`src/rtl/mac_arbiter.sv`:
```
// mac_arbiter: round-robin arbiter that lets NREQ requesters share a single
// multiply-offset datapath. It computes
//   resp_data = ((a*b mod 2^WIDTH) + ADD_K - SUB_K) mod 2^WIDTH.
// One request is in flight at a time. A grant in cycle T produces resp_valid
// in cycle T+2. The next grant can happen at the earliest in the cycle after
// the response handshake.
//
// Ports
//   clk         single clock; all state changes on its rising edge
//   rst_n       asynchronous active-low reset
//   req_valid   [NREQ]        requester i presents an operand pair
//   req_a/req_b [NREQ*WIDTH]  operands, requester i in [i*WIDTH +: WIDTH]
//   req_ready   [NREQ]        one-hot grant, combinational, only in IDLE
//   resp_valid                result held for the consumer
//   resp_ready                consumer accepts the result
//   resp_data   [WIDTH]       result; zero while resp_valid is low
//   resp_id     [clog2(NREQ)] owner of resp_data; zero while resp_valid is low
//   busy                      high in any state other than IDLE
//
// state | meaning
// IDLE  | arbitrating; grant the first valid requester at or above ptr
// CALC  | operands captured; compute and register the result
// HOLD  | resp_valid high until resp_ready is sampled high

module mac_arbiter #(
  parameter int NREQ  = 4,
  parameter int WIDTH = 8,
  parameter int ADD_K = 17,
  parameter int SUB_K = 21
) (
  input  logic                       clk,
  input  logic                       rst_n,
  input  logic [NREQ-1:0]            req_valid,
  input  logic [NREQ*WIDTH-1:0]      req_a,
  input  logic [NREQ*WIDTH-1:0]      req_b,
  output logic [NREQ-1:0]            req_ready,
  output logic                       resp_valid,
  input  logic                       resp_ready,
  output logic [WIDTH-1:0]           resp_data,
  output logic [$clog2(NREQ)-1:0]    resp_id,
  output logic                       busy
);

  localparam int IDW = $clog2(NREQ);

  typedef enum logic [1:0] {
    IDLE = 2'd0,
    CALC = 2'd1,
    HOLD = 2'd2
  } state_t;

  state_t           state;
  logic [IDW-1:0]   ptr;
  logic [WIDTH-1:0] a_r;
  logic [WIDTH-1:0] b_r;
  logic [IDW-1:0]   id_r;

  logic             grant_found;
  logic [IDW-1:0]   grant_idx;
  logic [IDW:0]     idx_sum;
  logic [IDW-1:0]   ptr_next;
  logic [WIDTH-1:0] prod;
  logic [WIDTH-1:0] calc_res;

  // Rotating search starting at ptr. One extra bit on idx_sum keeps
  // ptr+k from overflowing before the modulo fold, which also makes
  // non-power-of-two NREQ work.
  always_comb begin
    grant_found = 1'b0;
    grant_idx   = '0;
    idx_sum     = '0;
    for (int k = 0; k < NREQ; k++) begin
      idx_sum = {1'b0, ptr} + (IDW+1)'(k);
      if (idx_sum >= (IDW+1)'(NREQ)) idx_sum = idx_sum - (IDW+1)'(NREQ);
      if (!grant_found && req_valid[idx_sum[IDW-1:0]]) begin
        grant_found = 1'b1;
        grant_idx   = idx_sum[IDW-1:0];
      end
    end
  end

  // rst_n is included here so that req_ready is zero during reset
  // even when requesters are already valid.
  always_comb begin
    req_ready = '0;
    if (rst_n && (state == IDLE) && grant_found) req_ready[grant_idx] = 1'b1;
  end

  always_comb begin
    ptr_next = (grant_idx == IDW'(NREQ - 1)) ? '0 : grant_idx + 1'b1;
  end

  // Truncate the product first, then apply the offsets with wraparound.
  always_comb begin
    prod     = a_r * b_r;
    calc_res = prod + WIDTH'(ADD_K) - WIDTH'(SUB_K);
  end

  always_ff @(posedge clk or negedge rst_n) begin
    if (!rst_n) begin
      state      <= IDLE;
      ptr        <= '0;
      a_r        <= '0;
      b_r        <= '0;
      id_r       <= '0;
      resp_valid <= 1'b0;
      resp_data  <= '0;
      resp_id    <= '0;
      busy       <= 1'b0;
    end else begin
      case (state)
        IDLE: begin
          if (grant_found) begin
            a_r   <= req_a[grant_idx*WIDTH +: WIDTH];
            b_r   <= req_b[grant_idx*WIDTH +: WIDTH];
            id_r  <= grant_idx;
            ptr   <= ptr_next;
            busy  <= 1'b1;
            state <= CALC;
          end
        end
        CALC: begin
          resp_data  <= calc_res;
          resp_id    <= id_r;
          resp_valid <= 1'b1;
          state      <= HOLD;
        end
        HOLD: begin
          if (resp_ready) begin
            resp_valid <= 1'b0;
            resp_data  <= '0;
            resp_id    <= '0;
            busy       <= 1'b0;
            state      <= IDLE;
          end
        end
        default: begin
          state <= IDLE;
        end
      endcase
    end
  end

endmodule

```
`config.mk`:
```
export PLATFORM = sky130hd
export DESIGN_NAME = mac_arbiter
export DESIGN_NICKNAME = d
export VERILOG_FILES = /design/src/rtl/mac_arbiter.sv
export SDC_FILE = /design/constraint.sdc
export NUM_CORES = 1
export LEC_CHECK = 0
export BUFFER_PORTS_ARGS = -buffer_cell sky130_fd_sc_hd__buf_2
export CAP_MARGIN = 5
export CORE_MARGIN = 2
export CORE_UTILIZATION = 40
export CTS_CLUSTER_DIAMETER = 30
export DETAILED_ROUTE_END_ITERATION = 8
export SYNTH_ARGS = -nofsm -noshare
export SYNTH_HDL_FRONTEND = slang
export SYNTH_SLANG_ARGS = --single-unit
```
`constraint.sdc`:
```
create_clock -name clk -period 4.7 [get_ports clk]
set_clock_uncertainty 0.05 [all_clocks]
set_input_delay 0.235 -clock clk [delete_from_list [all_inputs] [get_ports clk]]
set_output_delay 0.235 -clock clk [all_outputs]
set_load 0.1 [all_outputs]
```
# == After elaboration in Yosys (flattened, before gate mapping) ==
# Index checks and enable logic that the tools add are counted.
# totals
regBits,34
out_inout_bits,16
# classes
n_addsub,10
multipliers,1
n_lt_le_gt_ge,10
eq_ne,5
shift,2
n_mux,34
n_reduce_logical,16
# op_table
op,count
32-bit by 6-bit indexed part select with 8-bit output,2
2-bit two-way mux,11
8-bit one-hot mux with 2 select lines,1
2-bit by 3-bit less-than comparator with 1-bit output (second input constant),5
1-bit two-way mux,11
3-bit greater-or-equal comparator (second input constant),3
8-bit by 5-bit adder with 8-bit output (second input constant),1
1-bit binary-select mux with 2-bit select,4
8-bit by 8-bit multiplier with 8-bit output,1
8-bit two-way mux,1
2-bit by 1-bit subtractor with 2-bit output (second input constant),4
8-bit by 5-bit subtractor with 8-bit output (second input constant),1
2-bit by 2-bit adder with 3-bit output (second input constant),2
1-bit logical AND,6
2-bit one-hot mux with 3 select lines,1
2-bit AND reduction,3
2-bit == test (second input constant),2
4-bit two-way mux,1
2-bit != test (second input constant),2
1-bit one-hot mux with 2 select lines,2
2-bit one-hot mux with 2 select lines,1
2-bit nonzero test,2
2-bit by 1-bit adder with 3-bit output (second input constant),1
2-bit by 3-bit greater-or-equal comparator with 1-bit output (second input constant),1
7 further kinds,9

# == Logic depth before layout (Yosys ltp) ==
# depth
word_depth,19
depth_mapped,15
mapped_depth_nobuf,14

# == Worst setup path after synthesis ==
# No wires, ideal clock.
# synth_path
kind,register to register
startpoint,register a_r[0]
endpoint,register resp_data[7]
arrival_ps,3950
slack_ps,606
path_stages_with_launch,12
n_path_buf,1
synth_period_minus_slack_ps,4094
path_cell_list,dfrtp_1 clkbuf_1 nand2_1 fa_1 fa_1 fa_1 fa_1 xor2_1 xnor3_1 xnor3_1 xnor3_1 a221oi_2
# synth_between
elab_chain_len,4
# synth_rtl
element,line,rtl
from (decl),54,logic [WIDTH-1:0] a_r;
from (signal assigned),114,a_r <= req_a[grant_idx*WIDTH +: WIDTH];
8-bit by 8-bit multiplier with 8-bit output,95,prod = a_r * b_r;
8-bit by 5-bit adder with 8-bit output,96,calc_res = prod + WIDTH'(ADD_K) - WIDTH'(SUB_K);
8-bit by 5-bit subtractor with 8-bit output,96,
8-bit one-hot mux with 2 select lines,111,case (state)
to (signal assigned),123,resp_data <= calc_res;
to (decl),39,"output logic [WIDTH-1:0] resp_data,"
# No other way between the ends.
# A chain may end at the register's enable or synchronous reset.

# == Worst setup path in the final report ==
# layout_path
startpoint,register b_r[2]
endpoint,register resp_data[7]
# layout_between
elab_chain_len,4
# layout_rtl
element,line,rtl
from (decl),55,logic [WIDTH-1:0] b_r;
from (signal assigned),115,b_r <= req_b[grant_idx*WIDTH +: WIDTH];
8-bit by 8-bit multiplier with 8-bit output,95,
8-bit by 5-bit adder with 8-bit output,96,
8-bit by 5-bit subtractor with 8-bit output,96,
8-bit one-hot mux with 2 select lines,111,
# No other way between the ends.

==> results.md <==
* # fillers at 653
* H-tree levels at 2
* Final slew viol count at 0
* WHS at -0.00440 ns
* CTS Hold Bufs at 0
* Area of the multi-input gates at 1780 um^2
* Via count at 2401
* Most used cell, CP: fa_1
* Vias in the first global route at 2408
* Unrepaired setup endpoints after global routing: no
* FF/Latch Area at 851 um^2
* Post-synth cell types at 34
* First DRT Iteration DRCs at 124
* Setup crit end kind: flip-flop
* WL/cell at 14.0 um
* First-pass GRT wire length at 11300 um
* Worst Setup Start Kind: flip-flop
* Post-CTS setup buffer count at 0
* Failing checks: negative hold slack
* DIE HEIGHT at 87.8 um
* Commonest non-fill, non-tap cell in the layout: buf_2
* Syn Nets at 407
* Delay-heaviest family, CP: adder cells
* Initial antenna violation count at 0
* Outcome: finished, violations left
* Layout cells sized above 1 at 25.0%
* Post-synthesis register bit count at 34
* Placer congestion estimate at 0.815
* Number of max-cap violations at 0
* Post_cts resized at 0
* Final period util at 89.4%
* Yosys warning count at 0
* TNS Setup at 0 ns
* Grt ovf at 0
* Dpl hpwl at 5240 um
* Final min period at 4.20 ns
* Worst-path clk slew at 0.07 ns
* Crit-path cells: nand2_1 -> fa_1 -> inv_1 -> fa_1 -> inv_1 -> fa_1 -> fa_1 -> inv_1 -> ha_1 -> a21o_1 -> a21oi_1 -> xnor2_1 -> xnor3_1 -> a221oi_2
* Crit path arrival time at 4.35 ns
* TritonCTS Buffers at 5
* Core Util, Final at 49.8%
* Slew margin rel. at 45.1%
* Kind of critical path: flip-flop to flip-flop
* Min-delay worst type: input pin to async pin
* Layout area overhead at 20.5%
* Via-to-Cell Ratio at 5.00
* Ant diodes at 0
* Final #Nets at 486
* F_max at 238 MHz
* Largest net degree at the start of global routing at 39
* Crit path buffers/inverters at 3
* Primary FF master, synth: dfrtp_1
* Crit-path slowest cell: fa_1
* Root buf cell: clkbuf_8
* Port-buffer cells at 86
* Critical path data required time at 4.85 ns
* Num Clock Sinks at 34
* Total core area at 6790 um^2
* Synthesized instance count at 305
* Starting density of the core at 41.3%
* Largest stage delay on the critical path at 0.55 ns
* Die X at 87.8 um
* Peak fanout along the critical path at 7
* Final WL at 6700 um
* Commonest cells after routing, fill and taps aside: 86 x buf_2, 53 x nand2_1, 34 x dfrtp_1, 30 x mux2i_1, 28 x inv_1
* Async SR Flop Fraction at 100%
* Clk_lat worst skew at 0.28 ns
* Drt pass-1 iters at 4
* Final Setup Violations at 0
* Avg Inst Size Synth at 9.21 um^2
* Final hold vios at 9
* DIE AREA at 7710 um^2
* EDFF count, synth at 0
* Slew at the pin closest to its max-slew limit at 0.823 ns
* Tot GR Track Use at 18.7%
* DRC at 0
* Clk buf depth at 2
* Final ANT Viol Nets at 0
* # rows at 30
* CTS tree: done
* Mapped cell area at 2810 um^2
* Seq/Total Area, Yosys at 30.3%
* IO Count at 87
cell type report:
type	instances	area share [%]
clock buffer	6	2.14
clock inverter	1	0.222
inverter	29	3.22
multi-input combinational	226	52.6
sequential	34	25.1
tap	96	3.55
timing repair buffer	88	13.2
cell families (layout without fill, tap and decap cells):
logic type               Yosys count  count (layout)  share of synthesized area [%]
AND/OR/NAND/NOR                   96              96                           15.5
AO/OA/AOI/OAI                     58              58                           13.8
buffers and inverters             45             124                           6.55
flip-flops                        34              34                           30.3
adder cells (fa/ha/maj)           31              31                           18.4
multiplexers                      30              30                           10.7
XOR/XNOR                          11              11                           4.90
flip-flops by register name (all words and copies together) (netlist names):
name and count:
ptr 2, busy 1, id_r 2, resp_id 2, a_r 8, resp_data 8
resp_valid 1, b_r 8, state 2
final timing paths:
kind | cells past startpoint | start | end | slack, ns
worst max-delay path | 14 | b_r[2]$_DFFE_PN0P_ | resp_data[7]$_DFFE_PN0P_ | 0.50
worst min-delay path | 1 | rst_n | a_r[6]$_DFFE_PN0P_ | -0.004
worst max register to register | 14 | b_r[2]$_DFFE_PN0P_ | resp_data[7]$_DFFE_PN0P_ | 0.50
worst min register to register | 2 | id_r[1]$_DFFE_PN0P_ | id_r[1]$_DFFE_PN0P_ | 0.44
max in group asynchronous | 1 | rst_n | state[1]$_DFFE_PN0P_ | 4.09
min in group clk | 2 | resp_ready | state[1]$_DFFE_PN0P_ | 0.11
synth_stat cells, types with 7 or more instances:
cell type,number,area (um^2)
and3_1,8,50.1
o22ai_1,7,43.8
inv_1,28,105
a21oi_1,16,80.1
and2_1,8,50.1
ha_1,14,175
mux2i_1,30,300
dfrtp_1,34,851
nor2_1,14,52.6
clkbuf_1,8,30.0
o221ai_1,12,105
o21ai_0,9,45.0
fa_1,17,340
nand2_1,53,199
routing by layer:
layer,GRT usage [%],vias to the layer above,wire (um)
li1,-,1196,-
met1,25.9,1134,3230
met2,30.8,65,3140
met3,2.73,6,260
met4,5.03,0,76
met5,0,-,0
per-stage QoR:
step,setup slack [ns],instance area [um^2],std cells
6_report,0.499,3380,480
5_1_grt,0.320,3380,480
4_1_cts,0.511,3380,480
3_5_place_dp,0.486,3300,473
3_3_place_gp,0.583,3300,473
2_1_floorplan,0.606,2810,305
Power is not shown: default switching activity piles up to over one toggle a cycle in this logic, so the estimate is an artifact.
